## src/rtl/store_queue_ctrl.sv

```systemverilog
`default_nettype none
// +--------------------------------------------------------------------------+
// | Module      : store_queue_ctrl                                           |
// | Description : Two-slot store queue. Arbitrates one store per cycle into  |
// |               a DEPTH-entry FIFO and drains the head to the memory bus   |
// |               through a two-state IDLE/ISSUE handshake FSM.              |
// | Options     : STORE_QUEUE_RR_EN -- round-robin arbitration between the   |
// |               two issue slots (default: slot 0 fixed priority).          |
// | Revision    : 1.0 - initial release                                      |
// +--------------------------------------------------------------------------+
module store_queue_ctrl #(
  parameter int DEPTH = 4,
  parameter int AW    = 32,
  parameter int DW    = 32
) (
  input  logic                     clk,
  input  logic                     rst,
  input  logic                     req0_valid,
  input  logic [AW-1:0]            req0_addr,
  input  logic [DW-1:0]            req0_data,
  output logic                     req0_ready,
  input  logic                     req1_valid,
  input  logic [AW-1:0]            req1_addr,
  input  logic [DW-1:0]            req1_data,
  output logic                     req1_ready,
  output logic                     mem_req,
  output logic [AW-1:0]            mem_addr,
  output logic [DW-1:0]            mem_data,
  input  logic                     mem_ack,
  output logic [$clog2(DEPTH):0]   count,
  output logic                     full,
  output logic                     empty,
  output logic                     busy
);

  localparam int PW = $clog2(DEPTH);
  localparam int CW = PW + 1;

  localparam logic [0:0]    c_IDLE     = 1'b0;
  localparam logic [0:0]    c_ISSUE    = 1'b1;
  localparam logic [CW-1:0] c_FULL_CNT = CW'(DEPTH);
  localparam logic [CW-1:0] c_ONE      = CW'(1);

  logic [AW-1:0] r_addr_q [DEPTH];
  logic [DW-1:0] r_data_q [DEPTH];
  logic [PW-1:0] r_wptr;
  logic [PW-1:0] r_rptr;
  logic [CW-1:0] r_count;
  logic [0:0]    r_state;
  logic [0:0]    w_state_nxt;
  logic [CW-1:0] w_count_nxt;
  logic          w_full;
  logic          w_empty;
  logic          w_grant0;
  logic          w_grant1;
  logic          w_accept0;
  logic          w_accept1;
  logic          w_accept;
  logic          w_pop;
  logic [AW-1:0] w_acc_addr;
  logic [DW-1:0] w_acc_data;

  assign w_full  = (r_count == c_FULL_CNT);
  assign w_empty = (r_count == '0);

`ifdef STORE_QUEUE_RR_EN
  // Slot holding priority on the next contention; flips only on an accept.
  logic r_prio;

  // Round-robin grant: contention goes to the slot that did not win last.
  always_comb begin
    w_grant0 = req0_valid;
    w_grant1 = req1_valid;
    if (req0_valid && req1_valid) begin
      w_grant0 = ~r_prio;
      w_grant1 = r_prio;
    end
  end

  // Priority register moves away from whichever slot was just accepted.
  always_ff @(posedge clk) begin
    if (rst) begin
      r_prio <= 1'b0;
    end else if (w_accept0) begin
      r_prio <= 1'b1;
    end else if (w_accept1) begin
      r_prio <= 1'b0;
    end
  end
`else
  // Fixed priority: slot 0 always wins.
  always_comb begin
    w_grant0 = req0_valid;
    w_grant1 = req1_valid & ~req0_valid;
  end
`endif

  // Readiness never looks at a same-cycle pop, so a full queue stalls input.
  assign req0_ready = ~rst & ~w_full & w_grant0;
  assign req1_ready = ~rst & ~w_full & w_grant1;
  assign w_accept0  = req0_ready & req0_valid;
  assign w_accept1  = req1_ready & req1_valid;
  assign w_accept   = w_accept0 | w_accept1;
  assign w_acc_addr = w_accept1 ? req1_addr : req0_addr;
  assign w_acc_data = w_accept1 ? req1_data : req0_data;
  assign w_pop      = (r_state == c_ISSUE) & mem_ack;

  // Occupancy after this edge; accept and pop together cancel out.
  always_comb begin
    w_count_nxt = r_count;
    if (w_accept && !w_pop) begin
      w_count_nxt = r_count + c_ONE;
    end else if (w_pop && !w_accept) begin
      w_count_nxt = r_count - c_ONE;
    end
  end

  // Pointers and occupancy advance together on the same edge.
  always_ff @(posedge clk) begin
    if (rst) begin
      r_wptr  <= '0;
      r_rptr  <= '0;
      r_count <= '0;
    end else begin
      r_count <= w_count_nxt;
      if (w_accept) begin
        r_wptr <= r_wptr + 1'b1;
      end
      if (w_pop) begin
        r_rptr <= r_rptr + 1'b1;
      end
    end
  end

  // Entry storage; contents are don't-care until written, outputs are gated.
  always_ff @(posedge clk) begin
    if (w_accept) begin
      r_addr_q[r_wptr] <= w_acc_addr;
      r_data_q[r_wptr] <= w_acc_data;
    end
  end

  // Drain FSM state register.
  always_ff @(posedge clk) begin
    if (rst) begin
      r_state <= c_IDLE;
    end else begin
      r_state <= w_state_nxt;
    end
  end

  // Drain FSM next state: one idle cycle before issuing, stay while work remains.
  always_comb begin
    w_state_nxt = r_state;
    case (r_state)
      c_IDLE: begin
        if (!w_empty) begin
          w_state_nxt = c_ISSUE;
        end
      end
      c_ISSUE: begin
        if (w_pop && (w_count_nxt == '0)) begin
          w_state_nxt = c_IDLE;
        end
      end
      default: w_state_nxt = c_IDLE;
    endcase
  end

  // Drain FSM outputs: head is presented only in ISSUE, zero otherwise.
  always_comb begin
    mem_req  = 1'b0;
    mem_addr = '0;
    mem_data = '0;
    if (r_state == c_ISSUE) begin
      mem_req  = 1'b1;
      mem_addr = r_addr_q[r_rptr];
      mem_data = r_data_q[r_rptr];
    end
  end

  assign count = r_count;
  assign full  = w_full;
  assign empty = w_empty;
  assign busy  = ~w_empty | mem_req;

endmodule
`default_nettype wire

```

## config.mk

```make
export PLATFORM = sky130hd
export DESIGN_NAME = store_queue_ctrl
export DESIGN_NICKNAME = d
export VERILOG_FILES = /design/src/rtl/store_queue_ctrl.sv
export SDC_FILE = /design/constraint.sdc
export NUM_CORES = 1
export LEC_CHECK = 0
export BUFFER_PORTS_ARGS = -buffer_cell sky130_fd_sc_hd__buf_2
export CORE_MARGIN = 1.5
export CORE_UTILIZATION = 49
export DETAILED_ROUTE_END_ITERATION = 8
export GPL_TIMING_DRIVEN = 0
export PLACE_DENSITY = 0.73
export REMOVE_ABC_BUFFERS = 1
export SYNTH_ARGS = -nofsm -noshare
export SYNTH_HDL_FRONTEND = slang
export SYNTH_SLANG_ARGS = --single-unit
```

## constraint.sdc

```tcl
create_clock -name clk -period 4.4 [get_ports clk]
set_input_delay 1.1 -clock clk [delete_from_list [all_inputs] [get_ports clk]]
set_output_delay 1.1 -clock clk [all_outputs]
set_load 0.1 [all_outputs]
```

==> reports/qor.txt <==
status = finished, final reports clean
Gate Count Post-Synth = 546
die area = 23900 um2
Die X = 155 um
Skew-Pair Late Insertion Delay = 0.51 ns
Worst VDD drop = 0.592 mV
r2r setup slk = 1.44 ns
gr busiest metal = met2
r2r endpoint = r_data_q[2][26]
GRT Residual Overflow = 0
Synth top area share = 68.2%
clock root cell = clkbuf_16
unique cell type count in the Yosys netlist = 30
Final Slew Violations = 0
Synthesis Warnings = 0
leakage power = 4.98 nW
Critical Path AT = 2.72 ns
worst-path cell with the longest stage delay = nand3b_4
Crit. End Element = output pin
Crit path max-delay family = simple AND/OR/NAND/NOR gates
clock skew = 0.0102 ns
clock-pin slew of the registers on the worst-case setup and hold paths = 0.06 ns
# IOs = 206
vias = 5737
Crit path top cell by count = inv_1
DPL Wire Length = 13100 um
routability cong. = 0.743
largest net degree at the start of global routing = 56
WHS Path Cells = 2
DR DRC count = 0
syn avg cell area = 20.6 um2
H-Tree Depth = 1
hold path start = r_rptr[1]
Hold Buf Count CTS = 0
core area = 22600 um2
share of cells above drive strength 1 = 49.8%
Synth-to-Final Area Change = 18.9%
buffer depth of the longest clock path = 3
post-CTS sizing = 0
CTS tree = yes
buffers inserted by post-CTS timing repair = 0
Post-Route Utilization = 59.2%
Fmax = 262 MHz
HP Class = reg2reg
slowest stage delay, CP = 0.49 ns
TritonCTS Buffers = 26
final wirelength = 20600 um
Routed Antenna Nets = 0
fill count = 1702
post-DR wirelength/cell = 19.5 um
time the worst path needs with I/O delays and setup = 3.82 ns
synth top area cells = edfxtp_1, mux4_2, mux2_4
worst r2r path cells = 6
vias per cell = 5.42
final setup violation count = 0
Worst R2R Start = count[0]
Final Cycle Share = 86.8%
Clock Sinks = 266
Cell Area, Synth = 11300 um2
CP required = 3.30 ns
Die Ht = 155 um
Fin. Hold Viols = 0
Starting DRT DRC Count = 179
vias in the first global route = 6152
WHS Endpoint = r_rptr[1]
# diodes = 0
final net count = 897
worst path buffer plus inverter count = 3
Slew @ Worst Pin = 0.877 ns
drt pass-1 iters = 4
Hold Slack = 0.542 ns
total of max-cap violations = 0
CP Max Fanout = 32
Max-slew headroom = 41.2%
number of synthesized register bits = 266
RSZ-0062 raised after global routing = false
sequential share of the synthesized area = 70.0%
Startpoint Class = flip-flop
initial antenna violation count = 0
grt met2 use = 30.8%
M3 GR Usage = 2.89%
IO buf count = 205
initial core utilization = 49.8%
first-pass GRT wire length = 32500 um
grt met1 use = 22.8%
critical path cell sequence = inv_1, ha_1, and2_4, nor2_4, nand3b_4, inv_1, buf_2
Synth area leader = edfxtp_1
# rows = 55
critical setup path kind = reg2out
Total Routing Usage GR = 17.5%
power density over cell area = 577 nW/um2
==> layout by cell type (no fill, tap or decap), types with 2 or more instances in the layout <==
| cell type | instances |
|---|---|
| and2_1 | 65 |
| and2_4 | 5 |
| buf_12 | 6 |
| buf_16 | 2 |
| buf_2 | 205 |
| clkbuf_1 | 10 |
| clkbuf_16 | 27 |
| clkinv_1 | 3 |
| clkinvlp_4 | 2 |
| dfxtp_1 | 7 |
| dfxtp_4 | 2 |
| edfxtp_1 | 256 |
| ha_1 | 7 |
| inv_1 | 5 |
| mux2_2 | 17 |
| mux2_4 | 49 |
| mux2i_1 | 3 |
| mux4_2 | 64 |
| nand2_1 | 3 |
| nand2b_1 | 2 |
| nand3_1 | 4 |
| nor2_1 | 8 |
| nor2b_1 | 2 |
| or3_1 | 2 |
| xnor2_1 | 3 |
| xor2_1 | 2 |
==> sequential cells by signal (all words and copies together) (netlist names), named ones only <==
name / flops
r_wptr: 2
r_state: 1
r_addr_q: 128
count: 3
r_data_q: 128
r_rptr: 2
==> layer usage <==
layer | share of wire (%) | wire (um) | vias to the layer above
li1 | - | - | 2593
met1 | 42 | 8740 | 2898
met2 | 50 | 10400 | 209
met3 | 5.4 | 1110 | 37
met4 | 1.8 | 376 | 0
met5 | 0 | 0 | -
==> stage by stage <==
step	total power [mW]	std cells	setup TNS [ns]	setup slack, ns	area [um2]
floorplan	5.29	516	-44.11	-0.987	11000
global placement	5.75	1006	-304.90	-1.77	12400
detailed placement	5.78	1014	0	0.703	12600
CTS	7.81	1058	0	0.476	13400
global route	8.01	1058	0	0.373	13400
finish	7.73	1058	0	0.581	13400
==> worst max path at each step <==
stage | from | slack [ns] | depth (start not counted) | to
floorplan | count[0] | -0.99 | 6 | req1_ready
global placement | flip-flop | -1.77 | 3 | mem_data[23]
detailed placement | rst | 0.70 | 5 | req1_ready
CTS | flip-flop | 0.48 | 4 | mem_data[23]
global route | flip-flop | 0.37 | 4 | mem_data[19]
finish | count[0] | 0.58 | 7 | req1_ready
==> worst min-delay path, delay by kind of cell, from the launching register on <==
kind	cells	cell delay (ns)
flops	1	0.33
simple gates	1	0.11
xor+xnor	1	0.06
==> report_power, final <==
part	switching, mW	total, mW	internal, mW
clock	0.856	2.03	1.18
sequential	0.138	3.11	2.97
combinational	1.95	2.59	0.645
total	2.94	7.73	4.79
==> cells by family (layout without fill, tap and decap cells) <==
| logic type | Yosys count | in the layout | share of synthesized area [%] |
|---|---|---|---|
| muxes | 133 | 133 | 21.3 |
| and+or+nand+nor | 95 | 95 | 5.13 |
| DFF | 266 | 266 | 70.0 |
| buffers and inverters | 35 | 262 | 2.18 |
| adders and majority gates | 7 | 7 | 0.777 |
| xor gates and xnor gates | 5 | 5 | 0.389 |
| AOI/OAI and AO/OA | 5 | 5 | 0.289 |
==> cells in the mapped netlist <==
cell        n
and2_1     69
nand2b_1    2
mux2_4     49
a21oi_1     1
mux2i_1     3
o21ai_0     1
nand3b_2    1
mux2_2     17
nor2_4      1
xor2_1      2
nand2_1     3
mux4_2     64
or3_1       2
a31oi_1     1
dfxtp_1    10
o311ai_0    1
xnor2_1     3
nor2b_1     2
o21a_1      1
nand3_1     4
nor3_2      1
buf_6      14
nor2_1      8
and2_4      1
edfxtp_1  256
ha_1        7
buf_2       7
nand4_1     1
clkbuf_1    9
inv_1       5
==> layout make-up <==
class | count | area (um2) | share of cell area (%)
Clock buffer | 37 | 713 | 5.32
Clock inverter | 7 | 61.3 | 0.457
Inverter | 5 | 18.8 | 0.140
Multi-Input combinational cell | 245 | 3160 | 23.6
Sequential cell | 266 | 7900 | 58.9
Tap cell | 285 | 357 | 2.66
Timing Repair Buffer | 213 | 1200 | 8.96
(Power assumes the default switching activity.)
